## src/rtl/game_pkg.sv

```systemverilog
// Shared game-side definitions for the shot engine and related blocks.
// Contents: coordinate width, playfield limits, spawn offset and the
// shot engine state type.
package game_pkg;

  localparam int COORD_W        = 10;
  localparam int PLAY_Y_MIN     = 8;
  localparam int PLAY_X_MIN     = 8;
  localparam int PLAY_X_MAX     = 432;
  localparam int SPAWN_Y_OFFSET = 16;

  typedef enum logic [1:0] {
    IDLE,
    FIGHT,
    DEAD
  } shot_state_t;

endpackage

```

## src/rtl/shot_hitbox.sv

```systemverilog
// Combinational box test: is point (x, y) strictly inside the box centred
// on (cx, cy) with half sizes half_w / half_h?
// Ports:
//   x, y     point under test
//   cx, cy   box centre
//   half_w   half-width  (strict less-than)
//   half_h   half-height (strict less-than)
//   hit      1 when both distances are inside
module shot_hitbox
  import game_pkg::*;
(
  input  logic [COORD_W-1:0] x,
  input  logic [COORD_W-1:0] y,
  input  logic [COORD_W-1:0] cx,
  input  logic [COORD_W-1:0] cy,
  input  logic [COORD_W-1:0] half_w,
  input  logic [COORD_W-1:0] half_h,
  output logic               hit
);

  logic [COORD_W-1:0] dx;
  logic [COORD_W-1:0] dy;

  // Larger minus smaller, so the distance never wraps.
  always_comb begin
    dx  = (x >= cx) ? (x - cx) : (cx - x);
    dy  = (y >= cy) ? (y - cy) : (cy - y);
    hit = (dx < half_w) && (dy < half_h);
  end

endmodule

```

## src/rtl/reimu_shot_ctrl.sv

```systemverilog
// Player shot engine: spawns upward bullets from the fire button, moves
// them one step per clk22 tick, hit-tests them against the boss box and
// tracks boss HP with a defeat flag.
// Optional feature macro: REIMU_SHOT_FOCUS_EN (adds input focus; while
// focus=1 each hit deals 2 damage).
// Ports:
//   clk22, rst        game tick clock, synchronous active-high reset
//   gamestart         title screen active, holds the block cleared
//   boss              boss phase active
//   fire              shoot button (level)
//   reimux, reimuy    player centre
//   bossx, bossy      boss centre
//   bullet_valid      per-slot exists flag
//   bullet_x/_y       slot i at [10*i+9:10*i]
//   boss_hit          one-tick pulse, at least one hit last tick
//   boss_hp           remaining HP
//   boss_dead         HP reached zero (level, DEAD state)
module reimu_shot_ctrl
  import game_pkg::*;
#(
  parameter int NUM_BULLETS = 4,
  parameter int COOLDOWN    = 3,
  parameter int SPEED       = 12,
  parameter int BOSS_HP     = 64,
  parameter int HIT_DX      = 24,
  parameter int HIT_DY      = 24
) (
  input  logic                           clk22,
  input  logic                           rst,
  input  logic                           gamestart,
  input  logic                           boss,
  input  logic                           fire,
`ifdef REIMU_SHOT_FOCUS_EN
  input  logic                           focus,
`endif
  input  logic [COORD_W-1:0]             reimux,
  input  logic [COORD_W-1:0]             reimuy,
  input  logic [COORD_W-1:0]             bossx,
  input  logic [COORD_W-1:0]             bossy,
  output logic [NUM_BULLETS-1:0]         bullet_valid,
  output logic [COORD_W*NUM_BULLETS-1:0] bullet_x,
  output logic [COORD_W*NUM_BULLETS-1:0] bullet_y,
  output logic                           boss_hit,
  output logic [7:0]                     boss_hp,
  output logic                           boss_dead
);

  localparam logic [COORD_W-1:0] STEP        = COORD_W'(SPEED);
  // A bullet above this line would leave the playfield on its next step.
  localparam logic [COORD_W-1:0] TOP_LIM     = COORD_W'(SPEED + PLAY_Y_MIN);
  // Lowest player y whose spawn point stays inside the playfield.
  localparam logic [COORD_W-1:0] SPAWN_MIN_Y = COORD_W'(SPAWN_Y_OFFSET + PLAY_Y_MIN);
  localparam logic [7:0]         HP_INIT     = 8'(BOSS_HP);
  localparam logic [7:0]         CD_INIT     = 8'(COOLDOWN);

  function automatic logic [7:0] sat_sub(input logic [7:0] a, input logic [7:0] b);
    return (b >= a) ? 8'd0 : (a - b);
  endfunction

  shot_state_t              state;
  logic [NUM_BULLETS-1:0]   sv;
  logic [COORD_W-1:0]       sx [NUM_BULLETS];
  logic [COORD_W-1:0]       sy [NUM_BULLETS];
  logic [7:0]               cooldown;

  logic [NUM_BULLETS-1:0]   raw_hit;
  logic [NUM_BULLETS-1:0]   hit_vec;
  logic [NUM_BULLETS-1:0]   free_vec;
  logic [7:0]               hit_cnt;
  logic [7:0]               dmg;
  logic [7:0]               hp_next;
  logic                     spawn_ok;
  int                       spawn_idx;

  for (genvar g = 0; g < NUM_BULLETS; g++) begin : g_slot
    shot_hitbox u_hitbox (
      .x      (sx[g]),
      .y      (sy[g]),
      .cx     (bossx),
      .cy     (bossy),
      .half_w (COORD_W'(HIT_DX)),
      .half_h (COORD_W'(HIT_DY)),
      .hit    (raw_hit[g])
    );
    assign bullet_x[COORD_W*g +: COORD_W] = sx[g];
    assign bullet_y[COORD_W*g +: COORD_W] = sy[g];
  end

  assign bullet_valid = sv;

  // Per-slot outcome on registered positions: hit beats top exit.
  always_comb begin
    hit_cnt   = 8'd0;
    spawn_idx = 0;
    spawn_ok  = 1'b0;
    for (int i = 0; i < NUM_BULLETS; i++) begin
      hit_vec[i]  = sv[i] & raw_hit[i];
      free_vec[i] = ~sv[i] | raw_hit[i] | (sy[i] < TOP_LIM);
      hit_cnt     = hit_cnt + {7'd0, hit_vec[i]};
    end
`ifdef REIMU_SHOT_FOCUS_EN
    dmg = focus ? {hit_cnt[6:0], 1'b0} : hit_cnt;
`else
    dmg = hit_cnt;
`endif
    hp_next = sat_sub(boss_hp, dmg);
    // Downward scan leaves the lowest free index selected.
    for (int i = NUM_BULLETS - 1; i >= 0; i--) begin
      if (free_vec[i]) begin
        spawn_idx = i;
        spawn_ok  = 1'b1;
      end
    end
    spawn_ok = spawn_ok & fire & (cooldown == 8'd0) & (reimuy >= SPAWN_MIN_Y);
  end

  always_ff @(posedge clk22) begin
    if (rst || gamestart) begin
      state     <= IDLE;
      sv        <= '0;
      cooldown  <= 8'd0;
      boss_hit  <= 1'b0;
      boss_hp   <= HP_INIT;
      boss_dead <= 1'b0;
      for (int i = 0; i < NUM_BULLETS; i++) begin
        sx[i] <= '0;
        sy[i] <= '0;
      end
    end else begin
      boss_hit <= 1'b0;
      if (cooldown != 8'd0) cooldown <= cooldown - 8'd1;
      case (state)
        IDLE: begin
          sv <= '0;
          for (int i = 0; i < NUM_BULLETS; i++) begin
            sx[i] <= '0;
            sy[i] <= '0;
          end
          if (boss) begin
            state   <= FIGHT;
            boss_hp <= HP_INIT;
          end
        end
        FIGHT: begin
          if (!boss) begin
            state <= IDLE;
            sv    <= '0;
            for (int i = 0; i < NUM_BULLETS; i++) begin
              sx[i] <= '0;
              sy[i] <= '0;
            end
          end else begin
            boss_hp  <= hp_next;
            boss_hit <= |hit_vec;
            if (hp_next == 8'd0) begin
              state     <= DEAD;
              boss_dead <= 1'b1;
              sv        <= '0;
              for (int i = 0; i < NUM_BULLETS; i++) begin
                sx[i] <= '0;
                sy[i] <= '0;
              end
            end else begin
              for (int i = 0; i < NUM_BULLETS; i++) begin
                if (free_vec[i]) sv[i] <= 1'b0;
                else             sy[i] <= sy[i] - STEP;
              end
              // Later assignment wins over the free above for the chosen slot.
              if (spawn_ok) begin
                cooldown <= CD_INIT;
                for (int i = 0; i < NUM_BULLETS; i++) begin
                  if (i == spawn_idx) begin
                    sv[i] <= 1'b1;
                    sx[i] <= reimux;
                    sy[i] <= reimuy - COORD_W'(SPAWN_Y_OFFSET);
                  end
                end
              end
            end
          end
        end
        DEAD: begin
          sv <= '0;
          for (int i = 0; i < NUM_BULLETS; i++) begin
            sx[i] <= '0;
            sy[i] <= '0;
          end
          if (!boss) begin
            state     <= IDLE;
            boss_dead <= 1'b0;
          end
        end
        default: state <= IDLE;
      endcase
    end
  end

endmodule

```

## config.mk

```make
export PLATFORM = sky130hd
export DESIGN_NAME = reimu_shot_ctrl
export DESIGN_NICKNAME = d
export VERILOG_FILES = /design/src/rtl/game_pkg.sv /design/src/rtl/shot_hitbox.sv /design/src/rtl/reimu_shot_ctrl.sv
export SDC_FILE = /design/constraint.sdc
export NUM_CORES = 1
export LEC_CHECK = 0
export CAP_MARGIN = 5
export CORE_ASPECT_RATIO = 0.8
export CORE_MARGIN = 10
export CORE_UTILIZATION = 43
export DETAILED_ROUTE_END_ITERATION = 10
export PLACE_DENSITY = 0.63
export SKIP_LAST_GASP = 1
export SLEW_MARGIN = 20
export SYNTH_ARGS = -nofsm -noshare
export SYNTH_HDL_FRONTEND = slang
export SYNTH_SLANG_ARGS = --single-unit
export TNS_END_PERCENT = 30
```

## constraint.sdc

```tcl
create_clock -name clk22 -period 22.4 [get_ports clk22]
set_input_delay 4.48 -clock clk22 [delete_from_list [all_inputs] [get_ports clk22]]
set_output_delay 4.48 -clock clk22 [all_outputs]
set_load 0.01 [all_outputs]
```

# Word level (Yosys, flattened, before mapping)
# Memories as Yosys holds them, arrays and structs flattened.
# Index checks and enable logic that the tools add are counted.
word_totals:
  ramBits: 80
  inputBits: 45
  wordCells: 309
  out_inout_bits: 94
  ff_bits: 24
  memories: 2
op_classes:
  order_cmp: 22
  bitwise_logic: 65
  n_reduce_logical: 19
  n_eq_ne: 10
  n_mux: 159
  add_sub_neg: 26
memory_table:
  columns: ["memory", "words", "width", "read_ports", "rd_ports_with_merged_regs", "write_ports", "line_no", "source"]
  rows:
  - ["sx", 4, 10, 4, 0, 4, "reimu_shot_ctrl.sv:62", "logic [COORD_W-1:0] sx [NUM_BULLETS];"]
  - ["sy", 4, 10, 4, 0, 4, "reimu_shot_ctrl.sv:63", "logic [COORD_W-1:0] sy [NUM_BULLETS];"]
ops:
  columns: ["operator", "count"]
  rows:
  - ["$mux W10", 52]
  - ["$sub A10 B10 Y10", 16]
  - ["$lt A10 B5 Y1 const B", 12]
  - ["$mux W32", 3]
  - ["$mux W1", 84]
  - ["$ge A10 B10 Y1", 8]
  - ["$eq A3 B32 Y1 const A", 2]
  - ["$mux W8", 8]
  - ["$or A1 B1 Y1", 52]
  - ["$sub A10 B4 Y10 const B", 4]
  - ["$eq A2 B32 Y1 const A", 1]
  - ["$logic_not A32 Y1", 1]
  - ["$logic_not A8 Y1", 2]
  - ["$pmux W8 S2", 1]
  - ["$mux W4", 3]
  - ["$ge A10 B5 Y1 const B", 1]
  - ["$mux W2", 5]
  - ["$sub A10 B5 Y10 const B", 1]
  - ["$ge A4 B8 Y1", 1]
  - ["$ne A2 B2 Y1 const B", 4]
  - ["$pmux W4 S2", 1]
  - ["$reduce_bool A8 Y1", 1]
  - ["$sub A8 B1 Y8 const B", 1]
  - ["$sub A8 B4 Y8", 1]
  - ["other kinds (19)", 36]

# Longest topological paths before layout
# An unclocked memory read counts as a cell.
logic_depth:
  depth_word: 22
  mapped_depth: 33
  ltp_nobuf: 30

# By module
# Synthesis repeated with hierarchy kept, for this count alone.
hier_totals:
  cells_unflattened: 1832
  area_unflattened_um2: 14564.0
modules_own_cells:
  columns: ["module", "n_inst", "cells_each", "seq_area_each_um2", "area_per_inst_um2"]
  rows:
  - ["reimu_shot_ctrl", 1, 605, 2482.4, 5710.5]
  - ["shot_hitbox (g_slot[1].u_hitbox ...)", 2, 300, 0.0, 2150.8]
  - ["shot_hitbox (g_slot[0].u_hitbox)", 1, 312, 0.0, 2277.2]
  - ["shot_hitbox (g_slot[3].u_hitbox)", 1, 315, 0.0, 2274.7]

# Worst setup path after synthesis
# No wires, ideal clock.
synth_path:
  path_type: "input to register"
  start: "input port bossy[6]"
  end: "memory sx[2][0]"
  path_slack_ns: 11.214
  setup_time_ns: 0.117
  n_path_buf: 3
  arrival_time_ns: 11.069
  cell_stages: 30
  required_ns: 22.283
  path_cell_list: "inv_1 > ha_1 > clkbuf_1 > nand4_1 > o211ai_1 > nand2_1 > nand2_1 > mux2_2 > a221o_1 > nor4b_2 > nand4_1 > fa_1 > inv_1 > ha_1 > ha_1 > fa_1 > and2b_1 > nor2_1 > a31oi_1 > or2_2 > or3b_1 > o2111ai_1 > nand3_1 > a211oi_1 > o2111ai_2 > o211a_1 > buf_6 > o21a_2 > buf_6 > a22o_1"
synth_lines:
  columns: ["element", "line_no", "source"]
  rows:
  - ["start, declared", "reimu_shot_ctrl.sv:39", "input logic [COORD_W-1:0] bossy,"]
  - ["end, declared", "reimu_shot_ctrl.sv:62", null]

==> metrics <==
Fin. Hold Viols=0; RSZ-0062 raised after global routing=no; worst r2r dst=sx[2][2]$_SDFFE_PP0P_; Via-to-Cell Ratio=6.11; WP data arrival=13.93 ns; antenna diode count=0; CTS tree=built; max-cap violation count=0; Worst Tran Pin Value=about 1.1 ns; I/O pins=139; DRC=0; top_reg_cell synth=dfxtp_1; Final nets=1828; P per Cell Area=40.0 nW/um2; Crit path top cell by count=ha_1; Starting Density=43.7%; Startpoint Class=input port; reg-to-reg critical path startpoint=sy[1][6]$_DFFE_PP_; WHS Path Cells=2; # resized after CTS=0; Syn Area/Cell=7.91 um2; Max Clock Freq=0.0732 GHz; Fill cells=2678; Post-Syn Area=12000 um2; worst vdd ir=approximately 0.000065 V; first-pass GRT wire length=67400 um; Critical Path RT=22.68 ns; CTS Hold Buffers Added=0; number of buffers created by CTS=9; fin cells=1980; slowest CP cell=o2111ai_1; crit path buf inv count=3; Detail Route Antenna Nets=0; hold endpoint=cooldown[5]$_SDFF_PN0_; clock buffer depth=2; Die Ht=169 um; Core ar.=roughly 27000 um2; Worst Slack Setup Final=8.74 ns; fraction of layout cells with a size suffix above 1=approximately 3.8%; TritonRoute pass-1 iters=6; area growth from synthesis to layout=16.3%; Clock Latency Late Sink=roughly 0.38 ns; H-tree depth=3; Die Wd=206 um; R2R Setup Slk=13.36 ns; Post-CTS Setup Bufs=0; via count=12.1k; beginning of the critical path=bossy[5]; Worst Setup Path Type=in2reg; Final Setup Violations=0; Seq/Total Area, Yosys=20.8%; Tot GR Track Use=24.6%; largest net degree at the start of global routing=19; Placer Congestion=1.03; Post-DP HPWL=36400 um; initial antenna violation count=0; Reg2Reg Depth=26; worst-path maximum fanout=12; Gate Count Post-Synth=1512; fin util=50.8%; asr flop ratio synth=0%; Crit. End Element=register; P_leak=~5.7 nW; Relative slew margins=roughly 28%; HP Class=reg2reg; Tcrit/Tclk final=61.0%; DRT iter0 DRCs=1080; Tmin final=13.66 ns; clk_skew=~0.017 ns; Yosys reg bits=104; placed instance count=1962; WL final=44200 um; status=complete, no violations; Largest delay share family, worst path=compound AO/OA/AOI/OAI gates; Final Max Tran Viols=0; total negative setup slack=0 ns; Post-synth EDFFs=40; min-delay src=cooldown[5]$_SDFF_PN0_; vias in the first global route=11.3k; aggregate global routing overflow=0; Sink Count=around 100; clock root buffer=clkbuf_16; I/O Buffers=138; synthesis warning total=0; pre-CTS WS=8.66 ns; clock slew at the register clock pins of the worst setup and hold paths=0.09 ns; net count after synthesis=1729; DIE AREA=about 35000 um2; std cell rows=54; Netlist cell types=100; Routed WL per cell=22.3 um; CP peak stage delay=0.77 ns
==> sequential cells by signal, summed over array words and instances (netlist names) <==
name and flops:
sy 40, sx 40, boss_hit 1, state 2, boss_hp 8, bullet_valid 4, cooldown 8, boss_dead 1
==> how the worst max path moves through the flow <==
stage | end | cells past startpoint
after floorplan | sx[2][0]$_SDFFE_PP0P_ | 30
after global placement | sx[2][3]$_SDFFE_PP0P_ | 28
after detailed placement | sx[2][6]$_SDFFE_PP0P_ | 28
after CTS | sy[2][0]$_SDFFE_PP0P_ | 28
after global routing | sy[2][0]$_SDFFE_PP0P_ | 29
final | sx[2][2]$_SDFFE_PP0P_ | 28
==> worst min-delay path, delay by kind of cell (launching register included) <==
family | cells | cell delay [ns]
DFF | 1 | 0.35
xor gates and xnor gates | 1 | 0.07
and+or+nand+nor | 1 | 0.07
==> cells by family after synthesis <==
group | Yosys count | synth area share (%)
AOI/OAI and AO/OA | 478 | 27.6
adders and majority gates | 172 | 18.1
muxes | 16 | 1.39
and+or+nand+nor | 486 | 21.2
DFF | 104 | 20.8
xor gates and xnor gates | 60 | 4.39
buffers and inverters | 196 | 6.52
==> cells in the mapped netlist, drive strengths merged (8+ instances only) <==
master	count	area, um2
dfxtp	64	1280
a21o	28	210
or2	13	81.3
nand4	23	144
and2	37	231
ha	170	2130
o22ai	21	131
nand3	49	250
buf	20	118
o31ai	16	139
a21oi	127	639
xnor2	50	438
o21ai	76	384
nor2	100	378
nor3	39	200
a22o	12	105
o21a	30	226
inv	143	537
nor4	13	87.6
or3	14	92.6
nor2b	29	181
a31oi	13	87.6
and3	14	97.6
a221o	8	80.1
a21boi	12	90.1
o211ai	23	173
edfxtp	40	1200
o31a	10	87.6
nand2	111	419
a211oi	22	175
nand2b	17	106
mux2i	11	110
o211a	9	90.1
xor2	10	87.6
o21bai	8	60.1
clkbuf	33	125
==> where the power goes <==
group | switching [mW] | internal, mW | total (mW)
Sequential | 0.00721 | 0.202 | 0.210
Combinational | 0.101 | 0.0734 | 0.174
Clock | 0.0826 | 0.0904 | 0.173
Total | 0.191 | 0.366 | 0.557
==> through the flow <==
stage,cell area [um2],power (mW),hold slack [ns]
4_1_cts,13900,0.558,0.523
5_1_grt,13900,0.584,0.543
3_5_place_dp,13600,0.385,0.502
6_report,13900,0.557,0.518
3_3_place_gp,13600,0.386,0.497
2_1_floorplan,12000,0.335,0.471
==> per-layer routing <==
layer	vias up	wire, um	GRT usage, %
li1	5726	-	-
met1	5786	21000	35.8
met2	539	18800	36.4
met3	48	3800	5.06
met4	0	648	4.94
met5	-	0	0
==> cells in the final DEF, fill, tap and decap left out, types with 40 or more instances in the layout <==
cell type and count:
dfxtp_1 64, nand2_1 110, o21ai_0 66, nand3_1 48
inv_1 143, edfxtp_1 40, ha_1 170, clkdlybuf4s50_1 138
a21oi_1 126, nor2_1 99, xnor2_1 50
==> area by class of cell <==
cell class                 instances  area [um2]  area share, %
tap                              364         455           3.27
timing repair buffer             141        1410           10.1
multi-input combinational       1212        8710           62.6
sequential                       104        2480           17.8
clock inverter                     4        37.5          0.270
inverter                         143         537           3.86
clock buffer                      12         278           2.00
No activity file was read; power rests on OpenSTA's default activity.
